File: src/rtl/cpu_pkg.sv
// cpu_pkg: constants and word/address types shared by the fetch and decode stages.
package cpu_pkg;
    typedef logic [15:0] word_t;
    typedef logic [15:0] addr_t;
    localparam word_t NOP_INSTR = 16'h0000;
    localparam addr_t RESET_PC = 16'h0000;
    localparam logic [3:0] OPC_HLT = 4'hF;
    localparam int OPC_MSB = 15;
    localparam int OPC_LSB = 12;
    function automatic logic [3:0] opcode(input word_t w);
        return w[OPC_MSB:OPC_LSB];
    endfunction
endpackage

File: src/rtl/ifid_reg.sv
// ifid_reg: IF/ID pipeline register; flush loads a bubble and beats hold.
module ifid_reg
    import cpu_pkg::*;
(
    input  logic  clk,
    input  logic  rst,
    input  logic  hold,
    input  logic  flush,
    input  word_t instr,
    input  addr_t pc_inc,
    output word_t ifid_instr,
    output addr_t ifid_pc_inc,
    output logic  ifid_valid
);
    always_ff @(posedge clk) begin
        if (rst) begin
            ifid_instr  <= NOP_INSTR;
            ifid_pc_inc <= 16'h0000;
            ifid_valid  <= 1'b0;
        end else if (flush) begin
            ifid_instr <= NOP_INSTR;
            ifid_valid <= 1'b0;
        end else if (!hold) begin
            ifid_instr  <= instr;
            ifid_pc_inc <= pc_inc;
            ifid_valid  <= 1'b1;
        end
    end
endmodule

File: src/rtl/fetch_stage.sv
// fetch_stage: PC, next-PC selection and IF/ID capture for the 16-bit pipeline.
// Define FETCH_HALT_EN to stop fetching after an HLT word is captured.
module fetch_stage
    import cpu_pkg::*;
(
    input  logic  clk,
    input  logic  rst,
    input  logic  stall,
    input  logic  branch_taken,
    input  addr_t branch_target,
    input  word_t im_instr,
    output addr_t im_addr,
    output logic  im_rd_en,
    output word_t ifid_instr,
    output addr_t ifid_pc_inc,
    output logic  ifid_valid,
    output logic  halted
);
    addr_t pc;
    addr_t pc_inc;
    logic  hlt_hit;
    assign pc_inc   = pc + 16'd1;
    assign im_addr  = pc;
    assign im_rd_en = ~rst & ~stall & ~halted;
`ifdef FETCH_HALT_EN
    logic halt_q;
    // Only a normal fetch cycle may latch a halt; branch and stall take precedence.
    assign hlt_hit = (opcode(im_instr) == OPC_HLT) & ~branch_taken & ~stall & ~halt_q;
    assign halted  = halt_q;
    always_ff @(posedge clk) begin
        if (rst || branch_taken)
            halt_q <= 1'b0;
        else if (hlt_hit)
            halt_q <= 1'b1;
    end
`else
    assign hlt_hit = 1'b0;
    assign halted  = 1'b0;
`endif
    always_ff @(posedge clk) begin
        if (rst)
            pc <= RESET_PC;
        else if (branch_taken)
            pc <= branch_target;
        else if (!stall && !halted && !hlt_hit)
            pc <= pc_inc;
    end
    ifid_reg u_ifid (
        .clk        (clk),
        .rst        (rst),
        .hold       (stall),
        .flush      (branch_taken | (halted & ~stall)),
        .instr      (im_instr),
        .pc_inc     (pc_inc),
        .ifid_instr (ifid_instr),
        .ifid_pc_inc(ifid_pc_inc),
        .ifid_valid (ifid_valid)
    );
endmodule

File: config.mk
export PLATFORM = sky130hd
export DESIGN_NAME = fetch_stage
export DESIGN_NICKNAME = d
export VERILOG_FILES = /design/src/rtl/cpu_pkg.sv /design/src/rtl/ifid_reg.sv /design/src/rtl/fetch_stage.sv
export SDC_FILE = /design/constraint.sdc
export NUM_CORES = 1
export LEC_CHECK = 0
export ABC_AREA = 1
export CORE_MARGIN = 8
export CORE_UTILIZATION = 40
export CTS_BUF_LIST = sky130_fd_sc_hd__clkbuf_4 sky130_fd_sc_hd__clkbuf_8
export CTS_CLUSTER_SIZE = 28
export DETAILED_ROUTE_END_ITERATION = 12
export DONT_BUFFER_PORTS = 1
export PLACE_DENSITY = 0.61
export SYNTH_ARGS = -nofsm -noshare
export SYNTH_HDL_FRONTEND = slang
export SYNTH_SLANG_ARGS = --single-unit
export TNS_END_PERCENT = 1
File: constraint.sdc
create_clock -name clk -period 1.3 [get_ports clk]
set_input_delay 0.26 -clock clk [delete_from_list [all_inputs] [get_ports clk]]
set_output_delay 0.26 -clock clk [all_outputs]
set_load 0.05 [all_outputs]
==> out/qor.yml, run 1 <==
status: "complete, no violations"
rows: 27
p_switching_mw: 0.9417
worstReg2RegEnd: "im_addr[4]"
syn_nets: 345
required_ns: 1.51
synth_warnings: 0
final_common_cell: "nand2_1"
htreeDepth: 2
endpoint_kind: "flop"
cts_buffers: 5
dp_cells: 397
ys_types: 26
floorplan.io_pins: 87
path_max_fanout: 5
yosysSeqAreaShare_pct: 44.77
mostFrequentLayoutCells: "nand2_1, a21oi_1, dfxtp_1, buf_4, inv_1"
drtAntennaViolNets: 0
final_cells: 408
hpwlAfterDp_um: 4459
cp-start-kind: "flop"
ys_ff_latch: 49
critPathKind: "reg -> reg"
crit-reg2reg-launch: "im_addr[0]"
yosys_most_used_dff: "dfxtp_1"
swShare_pct: 27.65
async_flop_share_pct: 0
power_frac_comb_pct: 13.0
maxSlewHeadroom_pct: 64.27
synth_edf_count: 0
setup_viol: 0
syn_area_um2: 2191
grt_pass1_vias: 2058
clk_latency_ns: 0.30
drive_gt1_share_pct: 24.40
yosys.area.top_type: "dfxtp_1"
hold_viol_final: 0
worst_pin_slew_ns: 0.5352
finClkSkew_ns: 0.006992
crit_path_start: "im_addr[0]"
dp_slack_ns: 0.01070
drt-total-wl_um: 6109
dr_total_vias: 1990
grt_max_degree: 34
synth_top_area_share_pct: 44.77
crit_arrival_ns: 1.49
crit_path_max_incr_delay_ns: 0.37
clk_pin_slew_ns: 0.09
synth-simple-area-share_pct: 26.27
pwr-share-seq_pct: 49.5
reg2reg_depth: 7
crit_chain: "ha_4 -> nand3_2 -> inv_2 -> buf_4 -> a21oi_1 -> o21ai_1 -> a31oi_1"
fp.coreArea_um2: 5405
max_freq_ghz: 0.7831
p_per_area_nw_per_um2: 1286
synthCells: 308
p_int_mw: 2.464
grtUsageTotal_pct: 14.61
synth_xor_area_share_pct: 0.7995
die_area_um2: 8101
gp_congestion: 0.7784
reg2reg_slack_ns: 0.02
grt_setup_unrepaired: "yes"
hold_path.class: "in -> reg"
slowest_stage: "dfxtp_4"
yosys.area_share.adder_pct: 0.5711
cp_top_family: "compound AO/OA/AOI/OAI gates"
antenna_cells: 0
drc_errors: 0
period_needed_ns: 1.277
syn2layout_area_growth_pct: 20.85
grt_pass1_wl_um: 9956
slew_viol_final: 0
die_w_um: 90.01
grt-ovfl-total: 0
synth_compound_area_share_pct: 17.30
p_leak_nw: 1.088
pwr-share-clk_pct: 37.4
viasPerCell: 4.877
wl_per_cell_um: 14.97
critical_path_depth: 7
tritoncts: "built"
synth_mux_area_share_pct: 0
die_y_um: 90.01
timing.final.ws_setup_ns: 0.02306
drv_cap: 0
drtPass1Iterations: 4
antenna_found_initial: 0
start_util_pct: 40.53
cts.sinks: 49
io_buffers: 0
root_buffer: "clkbuf_8"
cts_buffer_depth: 2
drt_iter0_drc: 93
avgSynthCellArea_um2: 7.113
fin_nets: 372
crit_buf_inv: 2
synth.area.top_cells: "dfxtp_1, nand2_1, a21oi_1"
nFillCells: 553
irDropWorstVdd_mv: 0.5532
synth_top_family_by_area: "simple AND/OR/NAND/NOR gates"
crit_end: "im_addr[4]"
timing.final.crit_share_pct: 98.23
## flip-flops by register name, indices dropped and copies added, names as in the netlist
signal and count:
im_addr 16, u_ifid.ifid_instr 16, u_ifid.ifid_pc_inc 16, u_ifid.ifid_valid 1
## cell families after synthesis
logic type,Yosys count
and+or+nand+nor,136
DFF,49
adders and majority gates,1
xor gates and xnor gates,2
AOI/OAI and AO/OA,69
buffers and inverters,50
other,1
## worst register-to-register path: cells and delay by family, from the launching register on
| kind | cells | cell delay [ns] |
|---|---|---|
| AO/OA/AOI/OAI | 3 | 0.38 |
| adder cells (fa/ha/maj) | 1 | 0.16 |
| buffers and inverters | 2 | 0.20 |
| flip-flops | 1 | 0.37 |
| AND/OR/NAND/NOR | 1 | 0.09 |
## per-layer routing
| layer | track usage [%] | routed length, um | up-vias | share of wire (%) |
|---|---|---|---|---|
| li1 | - | - | 1030 | - |
| met1 | 15.34 | 2475 | 892 | 41 |
| met2 | 25.58 | 2990 | 59 | 49 |
| met3 | 6.567 | 563 | 9 | 9.2 |
| met4 | 4.300 | 80 | 0 | 1.3 |
| met5 | 0 | 0 | - | 0 |
## power groups by stage
stage / Clock [mW] / Combinational (mW) / Sequential [mW]
4_1_cts: 1.30 / 0.437 / 1.69
3_5_place_dp: 0 / 0.436 / 1.72
3_3_place_gp: 0 / 0.431 / 1.72
6_report: 1.28 / 0.443 / 1.69
2_1_floorplan: 0 / 0.218 / 1.86
5_1_grt: 1.35 / 0.483 / 1.70
## cells in the mapped netlist (2+ instances only)
library cell   n
nand2_1       90
dfxtp_1       49
a21oi_1       42
inv_1         29
nand3_1       17
nor2_1        15
o21ai_1       14
buf_2          6
inv_2          6
a21oi_2        4
clkbuf_1       4
nand2_2        4
nor2_2         4
a31oi_1        3
buf_4          3
nand4_1        3
a22o_1         2
buf_6          2
o21ai_0        2
o21ai_2        2
xor2_1         2
## worst min-delay path by stage
stage / startpoint / endpoint / slack [ns] / cells past startpoint
after floorplan: im_instr[0] / u_ifid.ifid_instr[0] / 0.40 / 2
after detailed placement: rst / im_addr[6] / 0.33 / 1
after global routing: rst / im_addr[6] / 0.004 / 1
after CTS: rst / im_addr[6] / 0.005 / 1
after global placement: rst / im_addr[6] / 0.33 / 1
final: rst / u_ifid.ifid_pc_inc[15] / 0.02 / 1
## area by class of cell
class	count	area (um^2)	share of cell area (%)
Clock buffer	5	68.82	2.599
Clock inverter	3	65.06	2.457
Sequential cell	49	997.2	37.67
Inverter	35	131.4	4.962
Tap cell	72	90.09	3.403
Multi-Input combinational cell	209	1030	38.89
Timing Repair Buffer	35	265.3	10.02
## through the flow
| step | power [mW] | setup TNS [ns] | util, % | hold slack [ns] | area, um^2 |
|---|---|---|---|---|---|
| after floorplan | 2.073 | -2.092 | - | 0.4029 | 2202 |
| after global placement | 2.150 | 0 | 45.19 | 0.3279 | 2442 |
| after detailed placement | 2.156 | 0 | 45.19 | 0.3281 | 2442 |
| after CTS | 3.427 | 0 | 47.66 | 0.004546 | 2576 |
| after global routing | 3.531 | -0.4394 | 48.98 | 0.004372 | 2648 |
| final | 3.406 | 0 | 48.98 | 0.01719 | 2648 |
## what timing repair did
item / 4_1_cts / 5_1_grt
resized for setup: 0 / 13
setup buffers: 0 / 2
hold buffers: 0 / 1
endpoints found under the hold margin: 0 / 1
endpoints found under the setup margin: 0 / 22
Power figures use the tool's default switching activity.
==> run 2, diff against run 1 <==
- SKIP_LAST_GASP: unset -> 1
==> out/qor.yml, run 2 (same netlist as run 1, synthesis figures left out) <==
floorplan.io_pins: 87  # unchanged
drtAntennaViolNets: 0  # unchanged
dp_slack_ns: 0.01070  # unchanged
drt-total-wl_um: 6058  # -0.83%
hpwlAfterDp_um: 4459  # unchanged
seq_area_um2: 993.5  # -0.38%
hold_path_end: "im_addr[2]"
drt_iter0_drc: 75  # -19%
cts.sinks: 49  # unchanged
final_common_cell: "nand2_1"
finClkSkew_ns: 0.007276  # +0.0002832 ns
wl_per_cell_um: 14.88  # -0.59%
p_total_mw: 3.401  # -0.14%
grt_pass1_vias: 2058  # unchanged
root_buffer: "clkbuf_8"
reg2reg_slack_ns: 0.03  # about the same
crit_arrival_ns: 1.44  # -0.05 ns
crit_chain: "ha_4 -> nand3_2 -> inv_2 -> buf_4 -> a21oi_1 -> o21ai_1 -> a31oi_1"
rows: 27  # unchanged
p_per_area_nw_per_um2: 1295  # +0.67%
max_freq_ghz: 0.7858  # +0.34%
worst_pin_slew_ns: 0.5358  # +0.0006199 ns
worstHoldStart: "rst"
irDropWorstVdd_mv: 0.5569  # +0.68%
die_y_um: 90.01  # unchanged
htreeDepth: 2  # unchanged
clk_latency_ns: 0.30  # about the same
drive_gt1_share_pct: 23.58  # -0.82 points
critPathKind: "reg -> reg"
multi_input_area_um2: 1022  # -0.73%
antenna_cells: 0  # unchanged
status: "complete, no violations"
timing.final.crit_share_pct: 97.89  # -0.33 points
drtPass1Iterations: 4  # unchanged
period_needed_ns: 1.273  # -0.004316 ns
hold_path.class: "in -> reg"
p_leak_nw: 1.083  # -0.48%
slew_viol_final: 0  # unchanged
timing.final.ws_setup_ns: 0.02737  # +0.004316 ns
crit_path_max_incr_delay_ns: 0.38  # about the same
required_ns: 1.47  # -0.04 ns
drv_cap: 0  # unchanged
path_max_fanout: 5  # unchanged
cp-start-kind: "flop"
endpoint_kind: "flop"
cts_buffers: 5  # unchanged
cts_buffer_depth: 2  # unchanged
fin_nets: 371  # -0.27%
gp_congestion: 0.7784  # unchanged
drc_errors: 0  # unchanged
fin_setup_tns_ns: 0  # unchanged
grt-ovfl-total: 0  # unchanged
io_buffers: 0  # unchanged
grt_pass1_wl_um: 9956  # unchanged
hold_viol_final: 0  # unchanged
die_area_um2: 8101  # unchanged
grtUsageTotal_pct: 14.61  # unchanged
postCtsHoldBufs: 0  # unchanged
mostFrequentLayoutCells: "nand2_1, a21oi_1, dfxtp_1, buf_4, inv_1"
nFillCells: 556  # +0.54%
tritoncts: "built"
viasPerCell: 4.924  # +0.95%
hold_ws_ns: 0.02115  # +0.003960 ns
fp.coreArea_um2: 5405  # unchanged
clk_pin_slew_ns: 0.09  # about the same
crit-reg2reg-launch: "im_addr[1]"
worstReg2RegEnd: "im_addr[4]"
maxSlewHeadroom_pct: 64.23  # about the same
antenna_found_initial: 0  # unchanged
grt_max_degree: 34  # unchanged
dr_total_vias: 2004  # +0.70%
syn2layout_area_growth_pct: 19.87
placed_area_um2: 2442  # unchanged
reg2reg_depth: 7  # unchanged
grt_setup_unrepaired: "yes"
die_w_um: 90.01  # unchanged
final_area_um2: 2626  # -0.80%
whs_path_depth: 1  # unchanged
setup_viol: 0  # unchanged
slowest_stage: "dfxtp_2"
start_util_pct: 40.53  # unchanged
## run 2: changes by cell type in the layout (fill, tap and decap cells not counted), sizes merged
cell	before	now
dlygate4sd3	1	0
## run 2: metrics by stage
stage               utilization, %  std cells
finish                       48.59        407
global route                 48.59        407
CTS                          47.66        405
detailed placement           45.19        397
global placement             45.19        397
floorplan                        -        308
## run 2: worst max-delay path, delay by kind of cell (launching register included)
family          cells  cell delay (ns)
fa+ha+maj           1             0.15
flops               1             0.38
compound gates      3             0.30
simple gates        1             0.09
buf+inv             2             0.22
## run 2: final cells by class
cell class | count | area share [%]
inverters | 35 | 5.002
clock buffers | 5 | 2.620
well taps | 72 | 3.430
flip-flops and latches | 49 | 37.83
multi-input cells | 209 | 38.92
repair buffers | 34 | 9.719
clock inverters | 3 | 2.477
## run 2: timing repair
item	in CTS	in global routing
resized for setup	0	9
setup endpoints to repair	0	22
setup buffers	0	2
## run 2: where the power goes
group | switching, mW | total (mW) | internal [mW]
Sequential | 0.124 | 1.69 | 1.56
Combinational | 0.305 | 0.439 | 0.134
Clock | 0.510 | 1.27 | 0.764
## run 2: layer usage
| layer | track usage, % | wire length, um |
|---|---|---|
| met2 | 25.58 | 2954 |
| met1 | 15.34 | 2445 |
| met4 | 4.300 | 80 |
| met3 | 6.567 | 576 |
| met5 | 0 | 0 |
## run 2: worst max-delay path by stage
stage                 from                     end  slack (ns)
3_3_place_gp    im_addr[0]  u_ifid.ifid_pc_inc[10]        0.07
3_5_place_dp    im_addr[0]  u_ifid.ifid_pc_inc[10]        0.01
6_report        im_addr[1]              im_addr[4]        0.03
5_1_grt         im_addr[1]   u_ifid.ifid_pc_inc[8]       -0.08
2_1_floorplan  im_addr[10]             im_addr[15]       -0.19
4_1_cts         im_addr[0]              im_addr[8]       0.001
